File: src/rtl/cpu_ctrl_defs.sv
`default_nettype none
// ============================================================================
// Module   : cpu_ctrl_defs (package)
// Purpose  : Shared state codes for the CPU step controller. The mode
//            display/LED decoder imports the same codes.
// Revision : 1.0 - initial release
// ============================================================================
package cpu_ctrl_defs;

    localparam int MODE_W = 2;

    typedef logic [MODE_W-1:0] state_t;

    localparam state_t S_HALT      = 2'd0;
    localparam state_t S_RUN       = 2'd1;
    localparam state_t S_STEP_IDLE = 2'd2;
    localparam state_t S_STEP_HELD = 2'd3;

endpackage
`default_nettype wire

File: src/rtl/btn_debounce.sv
`default_nettype none
// ============================================================================
// Module   : btn_debounce
// Purpose  : Two-flop synchroniser plus stable-time debounce for a bouncy
//            push-button. Produces the accepted level and a one-cycle pulse
//            on each accepted rising level.
// Revision : 1.0 - initial release
// ============================================================================
module btn_debounce #(
    parameter int DEBOUNCE_CYCLES = 250000,
    parameter int DB_W            = 21
) (
    input  logic clk,
    input  logic rst,
    input  logic i_btn,
    output logic o_level,
    output logic o_press
);

    // Last count value before the level is allowed to flip.
    localparam logic [DB_W-1:0] C_CNT_MAX = DB_W'(DEBOUNCE_CYCLES - 1);

    logic            r_s1;
    logic            r_s2;
    logic            r_level;
    logic            r_press;
    logic [DB_W-1:0] r_cnt;
    logic            w_differ;

    assign w_differ = r_s2 ^ r_level;

    // Bring the raw button into the clk domain.
    always_ff @(posedge clk) begin
        if (rst) begin
            r_s1 <= 1'b0;
            r_s2 <= 1'b0;
        end else begin
            r_s1 <= i_btn;
            r_s2 <= r_s1;
        end
    end

    // Count consecutive mismatch cycles; accept the new level once it has
    // been stable long enough, otherwise restart the count on any match.
    always_ff @(posedge clk) begin
        if (rst) begin
            r_cnt   <= '0;
            r_level <= 1'b0;
            r_press <= 1'b0;
        end else begin
            r_press <= 1'b0;
            if (!w_differ) begin
                r_cnt <= '0;
            end else if (r_cnt == C_CNT_MAX) begin
                r_cnt   <= '0;
                r_level <= r_s2;
                r_press <= r_s2;
            end else begin
                r_cnt <= r_cnt + DB_W'(1);
            end
        end
    end

    assign o_level = r_level;
    assign o_press = r_press;

endmodule
`default_nettype wire

File: src/rtl/cpu_step_ctrl.sv
`default_nettype none
// ============================================================================
// Module   : cpu_step_ctrl
// Purpose  : Generates single-cycle CPU advance strobes in the clk domain,
//            either from rising edges of the divided slow clock (RUN) or
//            from debounced step-button presses (STEP).
// Revision : 1.0 - initial release
// ============================================================================
module cpu_step_ctrl
    import cpu_ctrl_defs::*;
#(
    parameter int DEBOUNCE_CYCLES = 250000,
    parameter int DB_W            = 21,
    parameter int CNT_W           = 16
) (
    input  logic              clk,
    input  logic              rst,
    input  logic              slow_clk,
    input  logic              btn_step,
    input  logic              run_en,
    input  logic              halt,
    output logic              tick,
    output logic [CNT_W-1:0]  tick_count,
    output logic [MODE_W-1:0] mode,
    output logic              btn_level
);

    logic             r_slow_s1;
    logic             r_slow_s2;
    logic             r_slow_prev;
    logic [1:0]       r_warm;
    logic             w_rise;

    logic             w_press;
    logic             w_level;

    state_t           r_state;
    state_t           w_state_nxt;
    logic             w_tick_nxt;
    logic             r_tick;
    logic [CNT_W-1:0] r_count;

    btn_debounce #(
        .DEBOUNCE_CYCLES (DEBOUNCE_CYCLES),
        .DB_W            (DB_W)
    ) u_btn_debounce (
        .clk     (clk),
        .rst     (rst),
        .i_btn   (btn_step),
        .o_level (w_level),
        .o_press (w_press)
    );

    // Synchronise slow_clk and keep the previous synced level for edge
    // detection. The sync flops restart from 0 after reset, so "prev" is held
    // at 1 until the synchroniser has delivered a real sample; a slow_clk that
    // is already high at reset release is then taken as the baseline rather
    // than as a rising edge.
    always_ff @(posedge clk) begin
        if (rst) begin
            r_slow_s1   <= 1'b0;
            r_slow_s2   <= 1'b0;
            r_slow_prev <= 1'b1;
            r_warm      <= 2'b00;
        end else begin
            r_slow_s1   <= slow_clk;
            r_slow_s2   <= r_slow_s1;
            r_slow_prev <= r_warm[1] ? r_slow_s2 : 1'b1;
            r_warm      <= {r_warm[0], 1'b1};
        end
    end

    assign w_rise = r_slow_s2 & ~r_slow_prev;

    // Next-state and tick decision; halt overrides everything.
    always_comb begin
        w_state_nxt = r_state;
        w_tick_nxt  = 1'b0;
        if (halt) begin
            w_state_nxt = S_HALT;
        end else begin
            case (r_state)
                S_HALT: begin
                    w_state_nxt = run_en ? S_RUN : S_STEP_IDLE;
                end
                S_RUN: begin
                    w_tick_nxt = w_rise;
                    if (!run_en) begin
                        w_state_nxt = S_STEP_IDLE;
                    end
                end
                S_STEP_IDLE: begin
                    if (run_en) begin
                        w_state_nxt = S_RUN;
                    end else if (w_press) begin
                        w_tick_nxt  = 1'b1;
                        w_state_nxt = S_STEP_HELD;
                    end
                end
                S_STEP_HELD: begin
                    if (run_en) begin
                        w_state_nxt = S_RUN;
                    end else if (!w_level) begin
                        w_state_nxt = S_STEP_IDLE;
                    end
                end
                default: begin
                    w_state_nxt = S_HALT;
                end
            endcase
        end
    end

    // State register, registered tick and wrapping tick counter.
    always_ff @(posedge clk) begin
        if (rst) begin
            r_state <= S_HALT;
            r_tick  <= 1'b0;
            r_count <= '0;
        end else begin
            r_state <= w_state_nxt;
            r_tick  <= w_tick_nxt;
            if (w_tick_nxt) begin
                r_count <= r_count + CNT_W'(1);
            end
        end
    end

    assign tick       = r_tick;
    assign tick_count = r_count;
    assign mode       = r_state;
    assign btn_level  = w_level;

endmodule
`default_nettype wire
File: config.mk
export PLATFORM = sky130hd
export DESIGN_NAME = cpu_step_ctrl
export DESIGN_NICKNAME = d
export VERILOG_FILES = /design/src/rtl/cpu_ctrl_defs.sv /design/src/rtl/btn_debounce.sv /design/src/rtl/cpu_step_ctrl.sv
export SDC_FILE = /design/constraint.sdc
export NUM_CORES = 1
export LEC_CHECK = 0
export ABC_AREA = 0
export BUFFER_PORTS_ARGS = -buffer_cell sky130_fd_sc_hd__buf_2
export CAP_MARGIN = 20
export CORE_ASPECT_RATIO = 0.6
export CORE_UTILIZATION = 55
export CTS_CLUSTER_DIAMETER = 60
export DETAILED_ROUTE_END_ITERATION = 12
export MAX_ROUTING_LAYER = met4
export PLACE_DENSITY = 0.79
export SYNTH_ARGS = -nofsm -noshare
export SYNTH_HDL_FRONTEND = slang
export SYNTH_HIERARCHICAL = 1
export SYNTH_SLANG_ARGS = --single-unit
File: constraint.sdc
create_clock -name clk -period 2.6 [get_ports clk]
set_input_delay 0.52 -clock clk [delete_from_list [all_inputs] [get_ports clk]]
set_output_delay 0.52 -clock clk [all_outputs]
set_load 0.005 [all_outputs]
[Word-level counts from Yosys, hierarchy flattened]
Index checks and enable logic that the tools add are counted.
Word-level totals
  bits in registers: 49
  logic and storage cells: 47
Operators by class
  $add $sub $neg: 2
  equal/unequal tests: 7
  multiplexer cells: 12
  bitwise operators: 6
  reduce and logical (&&, ||, !) cells: 7
Operators by type and width (count)
  adder 21 x 1 -> 21 bit, second input constant: 1
  equality test 21 x 18 -> 1 bit, second input constant: 1
  adder 16 x 1 -> 16 bit, second input constant: 1
  two-way mux 2 bit: 6
  case mux 2 bit (4 select lines): 1
  OR reduction 3 bit: 2
  equality test 2 bit, second input constant: 2
  two-way mux 1 bit: 4
  inverter 1 bit: 4
  OR reduction 2 bit: 2
  inequality test 3 x 2 -> 1 bit, second input constant: 1
  inequality test 3 bit, second input constant: 1
  AND reduction 3 bit: 1
  equality test 2 x 1 -> 1 bit, second input constant: 1
  logical NOT 2 bit: 1
  inequality test 2 bit, second input constant: 1
  case mux 1 bit (2 select lines): 1
  AND reduction 2 bit: 1
  AND 1 bit: 1
  bitwise XOR 1 bit: 1

[Logic depth before layout (Yosys ltp)]
  word-level depth: 4
  depth in mapped cells: 7

[Cells and area by module]
The synthesis kept the hierarchy.
By module, submodules not included
  cpu_step_ctrl: instances 1, cells an instance 125, area an instance 1167.4 sq um, sequential area each 480.5 sq um
  btn_debounce: instances 1, cells an instance 131, area an instance 1147.4 sq um, sequential area each 500.5 sq um

[Worst setup path after synthesis]
Ideal clock, no wire load.
  path kind: reg2reg
  start point: register r_state[0], in the netlist mode[0]
  end point: register r_count[15], in the netlist tick_count[15]
  setup time: 0.071 ns
  data arrival time: 1.865 ns
  required time: 2.529 ns
  path slack: 0.664 ns
  cell stages (with the launch flop): 8
  buffers on the path: 1
  clock period less this slack: 1.936 ns
  cells stage by stage: dfxtp_1 -> inv_1 -> ha_1 -> nor2_8 -> o211ai_4 -> buf_6 -> or4_1 -> a21oi_1
Between the ends
  longest elaborated chain between the ends: 3
  elaborated cells on any way between the ends: 4
  classes of those cells: eq/ne (2); mux (2)
Ends and longest elaborated chain
  from (decl): line cpu_step_ctrl.sv:37  | state_t r_state;
  from (signal assigned): line cpu_step_ctrl.sv:121  | r_state <= w_state_nxt;
  equality test 2 bit / equality test 2 x 1 -> 1 bit (equally long branches): line cpu_step_ctrl.sv:82  | case (r_state)
  case mux 1 bit (2 select lines) (*): line cpu_step_ctrl.sv:82
  two-way mux 1 bit (*): line cpu_step_ctrl.sv:79  | if (halt) begin
  to (signal assigned): line cpu_step_ctrl.sv:124  | r_count <= r_count + CNT_W'(1);
  to (decl): line cpu_step_ctrl.sv:41  | logic [CNT_W-1:0] r_count;
Every way passes the cells marked *; elsewhere a longest branch is shown, timed or not.
A chain may end at the register's enable or synchronous reset.

[Worst setup path after layout]
  start point: register r_state[0], in the netlist mode[0]
  end point: register r_count[12], in the netlist tick_count[12]
The elaborated chain is that of the path after synthesis.

==> impl_metrics.py <==
metrics = {
    "status": {
        "status": "complete, no violations",
    },
    "yosys": {
        "synthFlopType": "dfxtp_1",
        "seq_area_frac_synth_pct": 42.4,
        "async_flop_share_pct": 0,
        "synth_area_leaders": "dfxtp_1 (42%), xnor2_1 (4.5%), nor2_1 (4.1%), a21oi_1 (3.9%), o31ai_1 (3.9%)",
        "syn_inst": 256,
        "syn_area_per_cell_sq_um": 9.04,
        "synth_area_sq_mm": 0.00231,
        "yosysWarnings": 6,
        "synth_nets": 268,
        "ys_seq_elements": 49,
        "netlist.top_cell.by_area": "dfxtp_1",
        "synth_top_area_share_pct": 42.4,
        "yosysUniqueCellTypes": 43,
        "synth_edf_count": 0,
    },
    "die": {
        "ios": 26,
        "core-area_sq_mm": 0.00385,
        "fp.dieH_um": 52.3,
        "num_rows": 17,
        "start_util_pct": 60.1,
        "die_area_sq_mm": 0.00448,
        "die_x_um": 85.8,
    },
    "sta": {
        "rsz0062_at_grt": "no",
        "setup_violations": 0,
        "max_freq_mhz": 492,
        "max-slew-margin-rel_pct": 55.7,
        "clock-skew-final_ns": 0.00654,
        "setup_tns_ns": 0,
        "worstMarginPinSlew_ns": 0.647,
        "finalCritPeriodShare_pct": 78.2,
        "layout_min_cycle_time_ns": 2.03,
        "finalHoldViolations": 0,
        "slew_viol_final": 0,
    },
    "layout": {
        "n_antenna_cell": 0,
        "area_growth_pct": 10.9,
        "finalInstanceArea_sq_mm": 0.00257,
        "final_nets": 293,
        "drive_gt1_share_pct": 17.1,
    },
    "critical_path": {
        "crit_slowest_cell": "or4_1",
        "critPathBufInv": 1,
        "criticalPathCategory": "reg -> reg",
        "worstRegToRegCells": 6,
        "crit_path_max_fanout": 14,
        "critPathLaunchType": "flop",
        "cp_cell_sequence": "inv_1 -> ha_1 -> nor2_8 -> o211ai_4 -> or4_1 -> a21oi_1",
        "path_depth": 6,
        "worstPathArrival_ns": 2.27,
        "critical_path.top_delay_family": "simple AND/OR/NAND/NOR gates",
        "end_kind": "flop",
        "worstPathRequired_ns": 2.83,
        "slowest_delay_ns": 0.54,
    },
    "grt": {
        "globalRouteTotalUtil_pct": 24.5,
        "antenna_found_initial": 0,
        "grt_pass1_vias": 1703,
        "overflow": 0,
        "grt_max_degree": 29,
        "grt_pass1_wl_um": 8040,
    },
    "clock_network": {
        "cts_hold_buffers": 0,
        "clkSinkCount": 49,
        "postCtsSetupRepairBufs": 0,
        "clockBufferDepth": 2,
        "clock-root-buffer": "clkbuf_8",
        "cts_made_buffers": 5,
        "htree_levels": 2,
        "clk_latency_ns": 0.30,
        "cts_resized": 0,
        "path_clk_slew_ns": 0.08,
        "cts_tree": "done",
    },
    "placed_design": {
        "io_buffers": 25,
        "dp_hpwl_um": 3370,
        "postPlaceCellArea_sq_mm": 0.00246,
        "place.gp.congestion": 0.835,
    },
    "routing": {
        "route.detailed.drc": 0,
        "wl_per_cell_um": 14.0,
        "drtIter0Drc": 141,
        "dr.pass1.iters": 4,
        "ant_nets": 0,
        "finalWirelength_um": 4740,
        "num_vias": 1921,
        "via_per_inst": 5.68,
    },
    "pwr": {
        "p_per_area_mw_per_mm2": 520,
        "leakagePower_nw": 0.882,
        "peakVddDrop_v": 0.000249,
    },
    "hold_path": {
        "holdPathStages": 1,
        "hold_class": "reg -> reg",
    },
    "run": {
        "drv_cap": 0,
    },
}
==> stage by stage <==
step / std cells / power (mW) / utilization (%) / hold slack, ns / worst slack (ns)
after floorplan: 256 / 0.812 / - / 0.367 / 0.664
after global routing: 338 / 1.38 / 66.7 / 0.422 / 0.471
final: 338 / 1.33 / 66.7 / 0.403 / 0.568
after global placement: 331 / 0.828 / 64.0 / 0.375 / 0.698
after detailed placement: 331 / 0.829 / 64.0 / 0.388 / 0.606
after CTS: 338 / 1.35 / 66.7 / 0.408 / 0.585
==> logic make-up after synthesis <==
kind of cell,count (synthesis),synth area share (%)
simple gates,116,29.7
xor+xnor,18,6.81
flops,49,42.4
mux,1,0.432
fa+ha+maj,6,3.24
compound gates,47,13.3
buf+inv,19,4.16
==> cells in the final DEF, fill, tap and decap left out, drive strengths merged, types with 2 or more instances in the layout <==
master   count
o21ai        8
inv         11
xnor2       12
nand3b       2
nor4         5
nand4        8
ha           6
a21oi       18
nand2       15
nor3         3
nor2        26
nor2b        7
and4         5
o211ai       2
o31ai       12
buf         26
a2111oi      4
or3          7
and3b        2
dfxtp       49
nand3       17
and3         3
or4         12
xor2         6
clkbuf       5
==> state kept, by name (all words and copies together) (netlist names) <==
signal and cells:
u_btn_debounce/r_cnt 21, tick_count 16, mode 2, r_warm 2
r_slow_prev 1, r_slow_s1 1, r_slow_s2 1, tick 1
u_btn_debounce/o_level 1, u_btn_debounce/o_press 1, u_btn_debounce/r_s1 1, u_btn_debounce/r_s2 1
==> cells in the mapped netlist (2+ instances only) <==
master,number
buf_4,2
o21ai_0,6
a21oi_1,18
buf_6,2
and3_2,3
dfxtp_1,49
nor2_1,25
or4_1,12
and4_4,2
inv_1,11
or3_1,7
nand2_2,2
nor4_1,5
and3b_2,2
nor3_1,3
xnor2_1,12
buf_2,2
nand2_1,13
nand3b_1,2
o31ai_1,12
ha_1,6
and4_1,3
xor2_1,6
clkbuf_1,2
nand3_1,16
nand4_1,7
nor2b_1,7
a2111oi_0,4
==> final cells by class <==
class / instances / area (sq um)
clock buffer: 5 / 68.8
clock inverter: 2 / 35.0
fill: 326 / 1280
inverter: 11 / 41.3
multi-input combinational: 188 / 1240
sequential: 49 / 981
tap: 57 / 71.3
timing repair buffer: 26 / 133
==> layer usage <==
layer  vias up  global-route usage (%)  part of all wire [%]
li1        981                       -                     -
met1       882                    36.5                    56
met2        53                    31.3                    37
met3         5                    5.83                   5.8
met4         0                    9.72                   1.0
met5         -                       -                     0
==> power by group <==
group          total [mW]  internal, mW  switching [mW]
clock network       0.523         0.280           0.243
logic              0.0504        0.0184          0.0321
registers           0.762         0.757         0.00468
==> final timing paths <==
kind | slack (ns) | to | startpoint
max | 0.57 | tick_count[12] | mode[0]
min | 0.40 | r_slow_prev | r_warm[1]
max reg2reg | 0.57 | tick_count[12] | mode[0]
min reg2reg | 0.40 | r_slow_prev | r_warm[1]
Note: power is estimated with default switching activity, not from simulation.
